===== config.mk =====
export PLATFORM = sky130hd
export DESIGN_NAME = bp_cfg_stream_rx
export DESIGN_NICKNAME = d
export VERILOG_FILES = /design/src/rtl/bp_cfg_stream_rx.sv
export SDC_FILE = /design/constraint.sdc
export NUM_CORES = 1
export LEC_CHECK = 0
export CAP_MARGIN = 20
export CORE_ASPECT_RATIO = 0.5
export CORE_MARGIN = 1
export CORE_UTILIZATION = 50
export DETAILED_ROUTE_END_ITERATION = 12
export PLACE_DENSITY_LB_ADDON = 0.15
export SYNTH_ARGS = -nofsm -noshare
export SYNTH_HDL_FRONTEND = slang
export SYNTH_SLANG_ARGS = --single-unit

===== constraint.sdc =====
create_clock -name clk_i -period 3.7 [get_ports clk_i]
set_input_delay 0.74 -clock clk_i [delete_from_list [all_inputs] [get_ports clk_i]]
set_output_delay 0.74 -clock clk_i [all_outputs]
set_load 0.02 [all_outputs]

===== src/rtl/bp_cfg_stream_rx.sv =====
// Deserializes and validates a framed processor-config stream, committing it atomically.
// Latency: commit/err visible one cycle after the checksum word; ready_o drops only in RESP.
module bp_cfg_stream_rx #(
  parameter int word_width_p  = 16,
  parameter int num_fields_p  = 16,
  parameter int lg_max_cfgs_p = 7
) (
  input  logic                                   clk_i,
  input  logic                                   reset_n_i,
  input  logic [word_width_p-1:0]                data_i,
  input  logic                                   v_i,
  output logic                                   ready_o,
  output logic [num_fields_p*word_width_p-1:0]   cfg_o,
  output logic [lg_max_cfgs_p-1:0]               cfg_id_o,
  output logic                                   cfg_v_o,
  output logic                                   commit_o,
  output logic                                   err_o,
  output logic [1:0]                             err_code_o
);

  localparam int              CW         = (num_fields_p > 1) ? $clog2(num_fields_p) : 1;
  localparam logic [CW-1:0]   LAST_FIELD = CW'(num_fields_p - 1);
  localparam logic [7:0]      MAGIC      = 8'hC5;
  localparam logic [1:0]      CODE_OK    = 2'd0;
  localparam logic [1:0]      CODE_MAGIC = 2'd1;
  localparam logic [1:0]      CODE_ZERO  = 2'd2;
  localparam logic [1:0]      CODE_SUM   = 2'd3;

  typedef enum logic [1:0] {
    S_IDLE,
    S_FIELDS,
    S_CHECK,
    S_RESP
  } state_t;

  state_t                              r_state;
  state_t                              w_state_nxt;
  logic [CW-1:0]                       r_cnt;
  logic [word_width_p-1:0]             r_sum;
  logic                                r_zero;
  logic [word_width_p-1:0]             r_shadow [num_fields_p];
  logic [lg_max_cfgs_p-1:0]            r_shadow_id;
  logic [num_fields_p*word_width_p-1:0] r_cfg;
  logic [lg_max_cfgs_p-1:0]            r_cfg_id;
  logic                                r_cfg_v;
  logic                                r_commit;
  logic                                r_err;
  logic [1:0]                          r_err_code;

  logic                                w_acc;
  logic [word_width_p-1:0]             w_sum_nxt;
  logic [lg_max_cfgs_p-1:0]            w_hdr_id;
  logic [1:0]                          w_hdr_code;
  logic [1:0]                          w_resp_code;
  logic [num_fields_p*word_width_p-1:0] w_shadow_flat;

  // ready_o is purely a decode of the state register, never of v_i.
  assign ready_o   = (r_state != S_RESP);
  assign w_acc     = v_i & ready_o;
  assign w_sum_nxt = r_sum + data_i;
  assign w_hdr_id  = data_i[lg_max_cfgs_p-1:0];

  always_ff @(posedge clk_i or negedge reset_n_i) begin
    if (!reset_n_i) begin
      r_state <= S_IDLE;
    end else begin
      r_state <= w_state_nxt;
    end
  end

  always_comb begin
    w_state_nxt = r_state;
    w_hdr_code  = CODE_OK;
    w_resp_code = CODE_OK;
    case (r_state)
      S_IDLE: begin
        if (w_acc) begin
          if ((data_i[word_width_p-1 -: 8] != MAGIC) || data_i[7]) begin
            w_hdr_code = CODE_MAGIC;
          end else if (w_hdr_id == '0) begin
            w_hdr_code = CODE_ZERO;
          end else begin
            w_state_nxt = S_FIELDS;
          end
        end
      end
      S_FIELDS: begin
        if (w_acc && (r_cnt == LAST_FIELD)) begin
          w_state_nxt = S_CHECK;
        end
      end
      S_CHECK: begin
        if (w_acc) begin
          w_state_nxt = S_RESP;
          // A bad checksum outranks a zero field.
          if (w_sum_nxt != '0) begin
            w_resp_code = CODE_SUM;
          end else if (r_zero) begin
            w_resp_code = CODE_ZERO;
          end
        end
      end
      S_RESP: begin
        w_state_nxt = S_IDLE;
      end
      default: begin
        w_state_nxt = S_IDLE;
      end
    endcase
  end

  always_comb begin
    w_shadow_flat = '0;
    for (int k = 0; k < num_fields_p; k++) begin
      w_shadow_flat[k*word_width_p +: word_width_p] = r_shadow[k];
    end
  end

  // Pulses are set on the accepting edge so they land in the cycle after it.
  always_ff @(posedge clk_i or negedge reset_n_i) begin
    if (!reset_n_i) begin
      r_cnt       <= '0;
      r_sum       <= '0;
      r_zero      <= 1'b0;
      r_shadow_id <= '0;
      r_cfg       <= '0;
      r_cfg_id    <= '0;
      r_cfg_v     <= 1'b0;
      r_commit    <= 1'b0;
      r_err       <= 1'b0;
      r_err_code  <= CODE_OK;
      for (int k = 0; k < num_fields_p; k++) begin
        r_shadow[k] <= '0;
      end
    end else begin
      r_commit   <= 1'b0;
      r_err      <= 1'b0;
      r_err_code <= CODE_OK;
      case (r_state)
        S_IDLE: begin
          if (w_acc) begin
            if (w_hdr_code != CODE_OK) begin
              r_err      <= 1'b1;
              r_err_code <= w_hdr_code;
            end else begin
              r_shadow_id <= w_hdr_id;
              r_sum       <= data_i;
              r_cnt       <= '0;
              r_zero      <= 1'b0;
            end
          end
        end
        S_FIELDS: begin
          if (w_acc) begin
            r_shadow[r_cnt] <= data_i;
            r_sum           <= w_sum_nxt;
            if (data_i == '0) begin
              r_zero <= 1'b1;
            end
            if (r_cnt != LAST_FIELD) begin
              r_cnt <= r_cnt + 1'b1;
            end
          end
        end
        S_CHECK: begin
          if (w_acc) begin
            r_sum <= w_sum_nxt;
            if (w_resp_code == CODE_OK) begin
              r_cfg    <= w_shadow_flat;
              r_cfg_id <= r_shadow_id;
              r_cfg_v  <= 1'b1;
              r_commit <= 1'b1;
            end else begin
              r_err      <= 1'b1;
              r_err_code <= w_resp_code;
            end
          end
        end
        default: begin
        end
      endcase
    end
  end

  assign cfg_o      = r_cfg;
  assign cfg_id_o   = r_cfg_id;
  assign cfg_v_o    = r_cfg_v;
  assign commit_o   = r_commit;
  assign err_o      = r_err;
  assign err_code_o = r_err_code;

endmodule


==> results.yml, run 1 <==
synth:
  syn-mean-instance-area_um2: 15.4
  yosys.area_share.adder_pct: 1.41
  synthMuxAreaShare_pct: 27.3
  yosys.area_share.simple_pct: 2.55
  synth-seq-cells: 554
  synth_compound_gate_area_share_pct: 2.85
  yosys_warnings: 0
  synthCells: 1426
  synth_xor_area_share_pct: 0.440
  syn_area_mm2: 0.0219
  synth_top_family_by_area: "multiplexers"
  async_flop_share_pct: 100
  synth-edff-count: 0
  syn_nets: 1469
  synth_flop_cell: "dfrtp_1"
  yosysSeqAreaShare_pct: 63.3
  synth.distinct_cells: 58
final_layout:
  fin_nets: 1876
  area_growth_pct: 35.6
  drive_gt1_share_pct: 41.0
timing:
  min_period_over_period_pct: 108
  setup_viol: 263
  finClkSkew_ns: 0.0239
  rsz0062_at_grt: "yes"
  setup_ws_ns: -0.300
  hold_viol_final: 0
  clock.fmax_mhz: 250
  slew_headroom_pct: 45.2
  period_needed_ns: 4.00
  hold_ws_ns: 0.123
  setup_tns_ns: -56.43
  worst_pin_slew_ns: 0.822
  slew_viol_final: 0
power_and_ir_drop:
  seq_power_share_pct: 47.2
  p_leak_nw: 14.2
  swShare_pct: 27.5
  p_comb_share_pct: 18.6
  power.total_mw: 14.6
  power_frac_clock_pct: 34.2
  power.internal_mw: 10.6
  ir_drop_mv: 0.353
  power.density_mw_per_mm2: 492
  power_switching_mw: 4.02
detailed_routing:
  wirelength_um: 60000
  vias: 13600
  drt_iter0_drc: 844
  drc: 0
  wl_per_cell_um: 24.5
  vias_per_cell: 5.56
  firstDrtPassIters: 5
  ant_nets: 0
clock_tree:
  cts_tree: "built"
  cts_buffers: 48
  clock_latency_ns: 0.58
  clk_pin_slew_ns: 0.07
  ctsLongestPathBuffers: 3
  cts.hold.buffers_added: 0
  cts_root_buf: "clkbuf_16"
  h-tree-depth: 2
  cts.sinks: 554
place:
  numPortBuffers: 287
  gp_congestion: 0.879
  dp_hpwl_um: 34600
worst_setup_path:
  cp_top_family: "buffers and inverters"
  critPathMaxStageDelay_ns: 0.55
  cp_slowest_cell: "or4_4"
  crit_fanout: 8
  critPathLaunch: "data_i[5]"
  cp_cell_sequence: "clkdlybuf4s50_1 > ha_1 > buf_4 > a221oi_4 > xnor2_2 > or4_1 > or4_4 > nor4_4 > buf_4 > buf_16 > buf_12 > buf_12 > buf_16 > mux2_4"
  crit_buf_inv: 7
  reg2reg_from: "r_sum[0]"
  crit_required_ns: 4.15
  cp-end-kind: "flip-flop"
  worstSetupPathType: "in2reg"
  arrival_ns: 4.45
  critPathLaunchType: "primary input"
global_routing:
  grt.overflow.total: 0
  grt_max_degree: 91
  busiest_layer: "met2"
  met1_usage_pct: 36.7
  grt_usage_pct: 26.4
  grt_pass1_vias: 14500
  grt_first_pass_wirelength_um: 89200
  use_met3_pct: 4.53
  antenna_found_initial: 2
  use_met2_pct: 43.6
floorplanning:
  io_pins: 288
  fp.dieW_um: 298
  die_area_mm2: 0.0447
  num_rows: 53
  start_util_pct: 51.5
  dieHeight_um: 150
  core_mm2: 0.0426
run_status:
  violations: "setup timing"
  outcome: "finished, violations left"
run:
  cap_violations: 0
hold_path:
  min_path_type: "in2async"
==> layout by cell type (no fill, tap or decap), types with 3 or more instances in the layout <==
cell type / n
nand2_1: 32
clkbuf_8: 8
dfrtp_1: 554
nor3_1: 7
buf_8: 8
o22a_1: 3
nor2_2: 6
buf_16: 16
clkdlybuf4s50_1: 281
o21a_1: 5
nand4_1: 7
nor2_1: 22
mux2_4: 254
mux2_1: 9
nor4_1: 4
clkbuf_16: 59
mux2i_1: 10
buf_4: 92
o21ai_0: 26
o31ai_1: 3
nand3_1: 12
inv_1: 12
a211oi_1: 3
a22o_1: 3
ha_1: 21
or4_1: 3
xnor2_1: 5
clkbuf_1: 11
mux2_2: 259
a21oi_1: 17
clkinv_2: 9
and3_1: 6
xor2_1: 5
a21o_1: 6
buf_12: 27
buf_6: 5
==> worst register-to-register path: stages (launching register included) <==
cell	delay [ns]
dfrtp_1	0.42
ha_4	0.18
fa_2	0.33
a21o_1	0.20
a221oi_4	0.32
xnor2_2	0.11
or4_1	0.53
or4_4	0.55
nor4_4	0.17
buf_4	0.18
buf_16	0.15
buf_12	0.15
buf_12	0.13
buf_16	0.13
mux2_4	0.30
==> worst paths after layout <==
path / endpoint / slack [ns] / cells past startpoint
setup / recovery: cfg_o[192] / -0.30 / 14
hold / removal: cfg_o[39] / 0.12 / 1
setup reg to reg: cfg_o[192] / -0.28 / 14
hold reg to reg: cfg_o[11] / 0.49 / 1
max in group asynchronous: r_sum[4] / 2.49 / 2
min in group clk_i: cfg_o[11] / 0.49 / 1
==> repair_timing <==
action,4_1_cts,5_1_grt
pin swaps,6,3
gates resized for setup,178,154
cloned,22,9
setup buffers,26,11
endpoints found under the setup margin,265,264
==> cells by family (layout without fill, tap and decap cells) <==
group                    after synthesis  in the layout
multiplexers                         532            532
XOR/XNOR                              11             11
buffers and inverters                 98            540
AO/OA/AOI/OAI                         94             94
AND/OR/NAND/NOR                      113            113
adder cells (fa/ha/maj)               24             24
flip-flops                           554            554
other                                  0              1
==> through the flow <==
stage | utilization [%] | worst slack (ns) | instance area (um2) | cells
2_1_floorplan | - | -0.231 | 22100 | 1426
3_3_place_gp | 61.2 | -1.00 | 26100 | 2306
3_5_place_dp | 61.2 | -1.06 | 26100 | 2306
4_1_cts | 68.4 | -0.350 | 29100 | 2439
5_1_grt | 69.7 | -0.376 | 29700 | 2445
6_report | 69.7 | -0.300 | 29700 | 2446
==> registers in the layout (all words and copies together), names as in the netlist <==
register and count:
r_shadow 256, r_state 2, cfg_id_o 7, commit_o 1
r_zero 1, err_o 1, cfg_v_o 1, r_sum 16
cfg_o 256, err_code_o 2, r_cnt 4, r_shadow_id 7
==> synthesized netlist by cell type, types with 2 or more instances <==
| cell type | n | area [um2] |
|---|---|---|
| buf_2 | 2 | 10.0 |
| o22a_1 | 3 | 26.3 |
| mux2_2 | 259 | 2920 |
| ha_1 | 23 | 288 |
| a31oi_1 | 2 | 12.5 |
| o21ai_0 | 26 | 130 |
| o21bai_1 | 2 | 15.0 |
| inv_1 | 12 | 45.0 |
| mux2i_1 | 10 | 100 |
| mux2_1 | 263 | 2960 |
| o31ai_1 | 3 | 22.5 |
| xor2_1 | 5 | 43.8 |
| nor2_1 | 28 | 105 |
| and3_1 | 7 | 43.8 |
| buf_4 | 28 | 210 |
| a21o_1 | 6 | 45.0 |
| buf_1 | 3 | 11.3 |
| o21a_1 | 5 | 37.5 |
| clkbuf_1 | 52 | 195 |
| or4_1 | 4 | 30.0 |
| or3_1 | 2 | 12.5 |
| xnor2_1 | 6 | 52.6 |
| nand4_1 | 7 | 43.8 |
| nor3_1 | 7 | 35.0 |
| a211oi_1 | 3 | 22.5 |
| nand3b_1 | 2 | 15.0 |
| nor4_1 | 4 | 25.0 |
| nand2_1 | 32 | 120 |
| nand2b_1 | 2 | 12.5 |
| nor2b_1 | 2 | 12.5 |
| a21oi_1 | 19 | 95.1 |
| nand3_1 | 12 | 60.1 |
| dfrtp_1 | 554 | 13900 |
| a22oi_1 | 2 | 15.0 |
| a311oi_1 | 2 | 17.5 |
| o211ai_1 | 2 | 15.0 |
| o22ai_1 | 2 | 12.5 |
| a22o_1 | 3 | 26.3 |
==> power groups by stage <==
stage / logic (mW) / clock network, mW / registers, mW
2_1_floorplan: 1.61 / 0 / 6.88
5_1_grt: 2.96 / 5.32 / 6.95
3_5_place_dp: 2.57 / 0 / 6.97
3_3_place_gp: 2.48 / 0 / 6.94
6_report: 2.72 / 4.99 / 6.90
4_1_cts: 2.65 / 5.07 / 6.87
==> cell type report <==
cell class                 count  area [um2]
tap                          577         722
antenna                        1        2.50
timing repair buffer         443        4920
inverter                      12        45.0
clock buffer                  69        1400
fill                        2836       12900
multi-input combinational    774        8600
clock inverter                16         136
sequential                   554       13900
==> per-layer routing <==
metal,vias to the layer above,part of all wire [%],wire length [um]
met2,340,48,28900
li1,5892,-,-
met3,94,4.8,2860
met5,-,0,0
met1,7268,45,27000
met4,0,2.0,1200
Power figures use the tool's default switching activity.
==> run 2, diff against run 1 <==
--- a/config.mk
+++ b/config.mk
@@ -8,9 +8,11 @@
 export CAP_MARGIN = 20
 export CORE_ASPECT_RATIO = 0.5
 export CORE_MARGIN = 1
-export CORE_UTILIZATION = 50
+export CORE_UTILIZATION = 59
+export CTS_CLUSTER_DIAMETER = 60
 export DETAILED_ROUTE_END_ITERATION = 12
 export PLACE_DENSITY_LB_ADDON = 0.15
+export SLEW_MARGIN = 10
 export SYNTH_ARGS = -nofsm -noshare
 export SYNTH_HDL_FRONTEND = slang
 export SYNTH_SLANG_ARGS = --single-unit
==> constraint.sdc (replaced) <==
create_clock -name clk_i -period 4.8 [get_ports clk_i]
set_input_delay 0.96 -clock clk_i [delete_from_list [all_inputs] [get_ports clk_i]]
set_output_delay 0.96 -clock clk_i [all_outputs]
set_load 0.02 [all_outputs]
==> run 2 against run 1 <==
Against the previous run:
- the flow finishes with violations (DRC)
- first-iteration DRC count decreased by 2.7%
- die area down 15%
- via count is 4.3% lower
- final cell count decreased by 7.2%
- worst hold slack gained 0.36 ns
- highest routed layer unchanged
- sequential power decreased by 23%
- critical path type unchanged
- clock skew shrank 0.00064 ns
- clock-buffer cell count fell by 3
- worst setup slack better by 0.55 ns
- final area shrank 8.3%
- utilization rose by 5.4 points
- global-route usage rose by 2.2 points
==> results.yml, run 2 (same netlist as run 1, synthesis figures left out) <==
power_and_ir_drop:
  p_leak_nw: 13.6
  power.density_mw_per_mm2: 403
  power.internal_mw: 8.05
  power_switching_mw: 2.93
  ir_drop_mv: 0.372
  power_frac_clock_pct: 35.2
  seq_power_share_pct: 48.2
  swShare_pct: 26.7
  p_comb_share_pct: 16.7
final_layout:
  area_growth_pct: 24.4
  antenna_cells: 0
  final_common_cell: "dfrtp_1"
  drive_gt1_share_pct: 23.5
  fin_util_pct: 75.2
  stdcell_area_mm2: 0.0272
  final_cell_mix: "dfrtp_1 (554), clkdlybuf4s50_1 (286), mux2_1 (263), mux2_2 (259), buf_4 (62)"
  fin_nets: 1793
timing:
  slew_headroom_pct: 22.7
  rsz0062_at_grt: "no"
  hold_ws_ns: 0.483
  setup_viol: 0
  min_period_over_period_pct: 94.9
  setup_ws_ns: 0.245
  finClkSkew_ns: 0.0233
  setup_tns_ns: 0
  period_needed_ns: 4.55
  slew_viol_final: 0
  clock.fmax_mhz: 220
  hold_viol_final: 0
  worst_pin_slew_ns: 1.16
worst_setup_path:
  cp-end-kind: "flip-flop"
  reg2reg_to: "cfg_o[109]"
  critPathLaunchType: "primary input"
  endpoint: "cfg_o[109]"
  crit_fanout: 22
  r2r_cells: 11
  worstSetupPathType: "in2reg"
  critPathLaunch: "data_i[0]"
  arrival_ns: 5.00
  reg2reg_from: "r_sum[0]"
  r2r_setup_slack_ns: 0.72
  crit_required_ns: 5.25
floorplanning:
  start_util_pct: 60.5
  io_pins: 288
  die_area_mm2: 0.0379
  num_rows: 49
  core_mm2: 0.0362
  fp.dieW_um: 274
  dieHeight_um: 138
clock_tree:
  post_cts_buffers: 0
  cts_resized: 0
  clk_pin_slew_ns: 0.07
  cts_root_buf: "clkbuf_16"
  cts.sinks: 554
  h-tree-depth: 2
  ctsLongestPathBuffers: 3
  cts_buffers: 46
  clock_latency_ns: 0.57
  cts_tree: "built"
  cts.hold.buffers_added: 0
place:
  numPortBuffers: 287
  place_ws_ns: -0.330
  gp_congestion: 0.869
  dp_hpwl_um: 34000
  placed_area_mm2: 0.0257
hold_path:
  min_path_type: "reg2reg"
detailed_routing:
  ant_nets: 0
  firstDrtPassIters: 9
  vias_per_cell: 5.73
  wl_per_cell_um: 23.2
  vias: 13000
  drc: 10
  wirelength_um: 52700
  drt_iter0_drc: 821
global_routing:
  grt_first_pass_wirelength_um: 82600
  antenna_found_initial: 1
  grt_usage_pct: 28.6
  grt_max_degree: 136
  grt.overflow.total: 0
  grt_pass1_vias: 13900
run_status:
  outcome: "finished, violations left"
  violations: "DRC"
run:
  cap_violations: 0
## run 2: cell count changes in the layout (fill, tap and decap cells not counted), moves of 12 or more
cell / change
clkbuf_16: -12
mux2_4: -254
buf_12: -14
buf_16: -16
mux2_1: +254
buf_4: -30
## run 2: worst min-delay path by stage
stage | from | endpoint | slack (ns) | cells after the start
2_1_floorplan | r_sum[8] | r_sum[8] | 0.44 | 2
3_3_place_gp | cfg_v_o | cfg_v_o | 0.45 | 1
3_5_place_dp | r_shadow[244] | cfg_o[4] | 0.47 | 1
4_1_cts | r_shadow_id[4] | cfg_id_o[4] | 0.49 | 1
5_1_grt | cfg_o[247] | cfg_o[247] | 0.50 | 1
6_report | cfg_o[219] | cfg_o[219] | 0.48 | 1
## run 2: area by class of cell
cell class | count | area, um2
Clock buffer | 66 | 1340
Fill cell | 2257 | 8990
Inverter | 12 | 45.0
Tap cell | 484 | 606
Multi-Input combinational cell | 774 | 7580
Timing Repair Buffer | 362 | 3600
Sequential cell | 554 | 13900
Clock inverter | 18 | 206
## run 2: power groups by stage
stage	Clock (mW)	Combinational (mW)	Sequential (mW)
6_report	3.86	1.83	5.29
2_1_floorplan	0	1.23	5.30
3_3_place_gp	0	1.75	5.34
4_1_cts	3.94	1.83	5.29
5_1_grt	4.13	2.02	5.33
3_5_place_dp	0	1.82	5.37
## run 2: metal layers
layer  wire length, um  part of all wire [%]  track usage (%)
met1             22600                    43             39.9
met3              3330                   6.3             6.17
met2             25600                    49             46.0
met4              1230                   2.3             7.49
met5                 0                     0                0
## run 2: through the flow
step                instances  power (mW)
finish                   2270        11.0
CTS                      2270        11.1
global placement         2186        7.09
detailed placement       2186        7.19
global route             2270        11.5
floorplan                1426        6.53
## run 2: critical path, stage by stage
cell,delay (ns)
clkdlybuf4s50_1,0.43
ha_1,0.24
fa_1,0.41
a21o_1,0.22
a221oi_2,0.29
xnor2_1,0.12
or4_1,0.51
or4_1,0.60
nor4_4,0.30
buf_4,0.22
buf_4,0.34
mux2_1,0.37
==> run 3, diff against run 2 <==
--- a/config.mk
+++ b/config.mk
@@ -8,7 +8,8 @@
 export CAP_MARGIN = 20
 export CORE_ASPECT_RATIO = 0.5
 export CORE_MARGIN = 1
-export CORE_UTILIZATION = 59
+export CORE_UTILIZATION = 61
+export CTS_BUF_LIST = sky130_fd_sc_hd__clkbuf_8
 export CTS_CLUSTER_DIAMETER = 60
 export DETAILED_ROUTE_END_ITERATION = 12
 export PLACE_DENSITY_LB_ADDON = 0.15
==> run 3 against run 2 <==
Against the previous run:
- the flow now finishes without violations
- non-clock buffer count unchanged
- combinational power about the same
- sequential share of layout area fell by 0.089 points
- global-route usage rose by 0.42 points
- via count increased by 1.2%
==> results.yml, run 3 (same netlist as run 1, synthesis figures left out) <==
place:
  dp_hpwl_um: 33700
  place_ws_ns: -0.363
  dp.cells: 2177
  placed_area_mm2: 0.0257
  gp_congestion: 0.880
  numPortBuffers: 287
detailed_routing:
  drc: 0
  firstDrtPassIters: 5
  vias_per_cell: 5.69
  ant_nets: 0
  wirelength_um: 52100
  drt_iter0_drc: 792
  vias: 13200
  wl_per_cell_um: 22.5
timing:
  min_period_over_period_pct: 95.3
  setup_viol: 0
  worst_pin_slew_ns: 0.950
  clock.fmax_mhz: 219
  slew_viol_final: 0
  finClkSkew_ns: 0.0272
  setup_ws_ns: 0.224
  slew_headroom_pct: 36.7
  hold_viol_final: 0
  period_needed_ns: 4.58
  rsz0062_at_grt: "no"
  setup_tns_ns: 0
worst_setup_path:
  critPathMaxStageDelay_ns: 0.60
  cp_top_family: "simple AND/OR/NAND/NOR gates"
  critPathLaunchType: "primary input"
  worstSetupPathType: "in2reg"
  crit_buf_inv: 3
  cp-end-kind: "flip-flop"
  cp_slowest_cell: "or4_1"
  crit_required_ns: 5.30
  crit_fanout: 31
  cp_cell_sequence: "clkdlybuf4s50_1 > ha_1 > fa_1 > a21o_1 > a221oi_2 > xnor2_1 > or4_1 > or4_1 > nor4_4 > buf_12 > buf_12 > mux2_1"
  arrival_ns: 5.07
final_layout:
  fin_nets: 1823
  drive_gt1_share_pct: 24.8
  fin_cells: 2314
  area_growth_pct: 24.6
  stdcell_area_mm2: 0.0273
  final_common_cell: "dfrtp_1"
  final_cell_mix: "dfrtp_1 (554), clkdlybuf4s50_1 (286), mux2_1 (263), mux2_2 (259), clkbuf_8 (98)"
  antenna_cells: 0
  nFillCells: 2059
  register_area_mm2: 0.0139
  multi_input_area_mm2: 0.00758
clock_tree:
  h-tree-depth: 3
  post_cts_buffers: 0
  cts_buffers: 76
  cts_root_buf: "clkbuf_8"
  cts_tree: "built"
  ctsLongestPathBuffers: 3
  cts.sinks: 554
  clk_pin_slew_ns: 0.07
  cts.hold.buffers_added: 0
  cts_resized: 0
  clock_latency_ns: 0.63
floorplanning:
  start_util_pct: 62.8
  dieHeight_um: 136
  core_mm2: 0.0349
  die_area_mm2: 0.0367
  io_pins: 288
  num_rows: 48
  fp.dieW_um: 270
run:
  cap_violations: 0
power_and_ir_drop:
  power.density_mw_per_mm2: 397
  p_leak_nw: 13.8
  ir_drop_mv: 0.330
run_status:
  outcome: "finished clean"
global_routing:
  grt_max_degree: 118
  grt_first_pass_wirelength_um: 80600
  grt.overflow.total: 0
  grt_usage_pct: 29.0
  antenna_found_initial: 1
  grt_pass1_vias: 13900
hold_path:
  min_path_type: "in2async"
==> run 3: final timing paths <==
check | from | end | slack (ns) | cells after the start
max in group asynchronous | reset_n_i | cfg_o[217] | 3.14 | 3
worst min register to register | cfg_v_o | cfg_v_o | 0.47 | 1
worst max-delay path | data_i[0] | cfg_id_o[6] | 0.22 | 12
worst min-delay path | reset_n_i | cfg_v_o | 0.42 | 1
min in group clk_i | cfg_v_o | cfg_v_o | 0.47 | 1
worst max register to register | r_sum[0] | cfg_id_o[6] | 0.66 | 11
==> run 3: layout make-up <==
class | count | area share, %
timing repair buffer | 362 | 13.3
clock buffer | 98 | 4.94
multi-input combinational | 774 | 27.8
sequential | 554 | 50.8
tap | 475 | 2.18
clock inverter | 39 | 0.830
inverter | 12 | 0.165
==> run 3: per-stage QoR <==
stage	power (mW)	hold slack [ns]	util, %
floorplan	6.53	0.443	-
global placement	7.09	0.447	73.7
detailed placement	7.19	0.469	73.7
CTS	10.9	0.440	78.2
global route	11.3	0.475	78.2
finish	10.8	0.416	78.2
==> run 3: per-layer routing <==
metal  up-vias  global-route usage, %  part of all wire, %  wire length [um]
li1       5787                      -                    -                 -
met1      6978                   39.7                   45             23400
met2       312                   47.5                   48             25200
met3        87                   6.08                  4.7              2440
met4         0                   8.59                  2.1              1120
met5         -                      0                    0                 0
==> run 3: where the power goes <==
group	leakage (nW)	internal, mW	switching [mW]
Combinational	5.25	0.815	1.02
Clock	0.911	1.95	1.75
Sequential	7.62	5.07	0.227
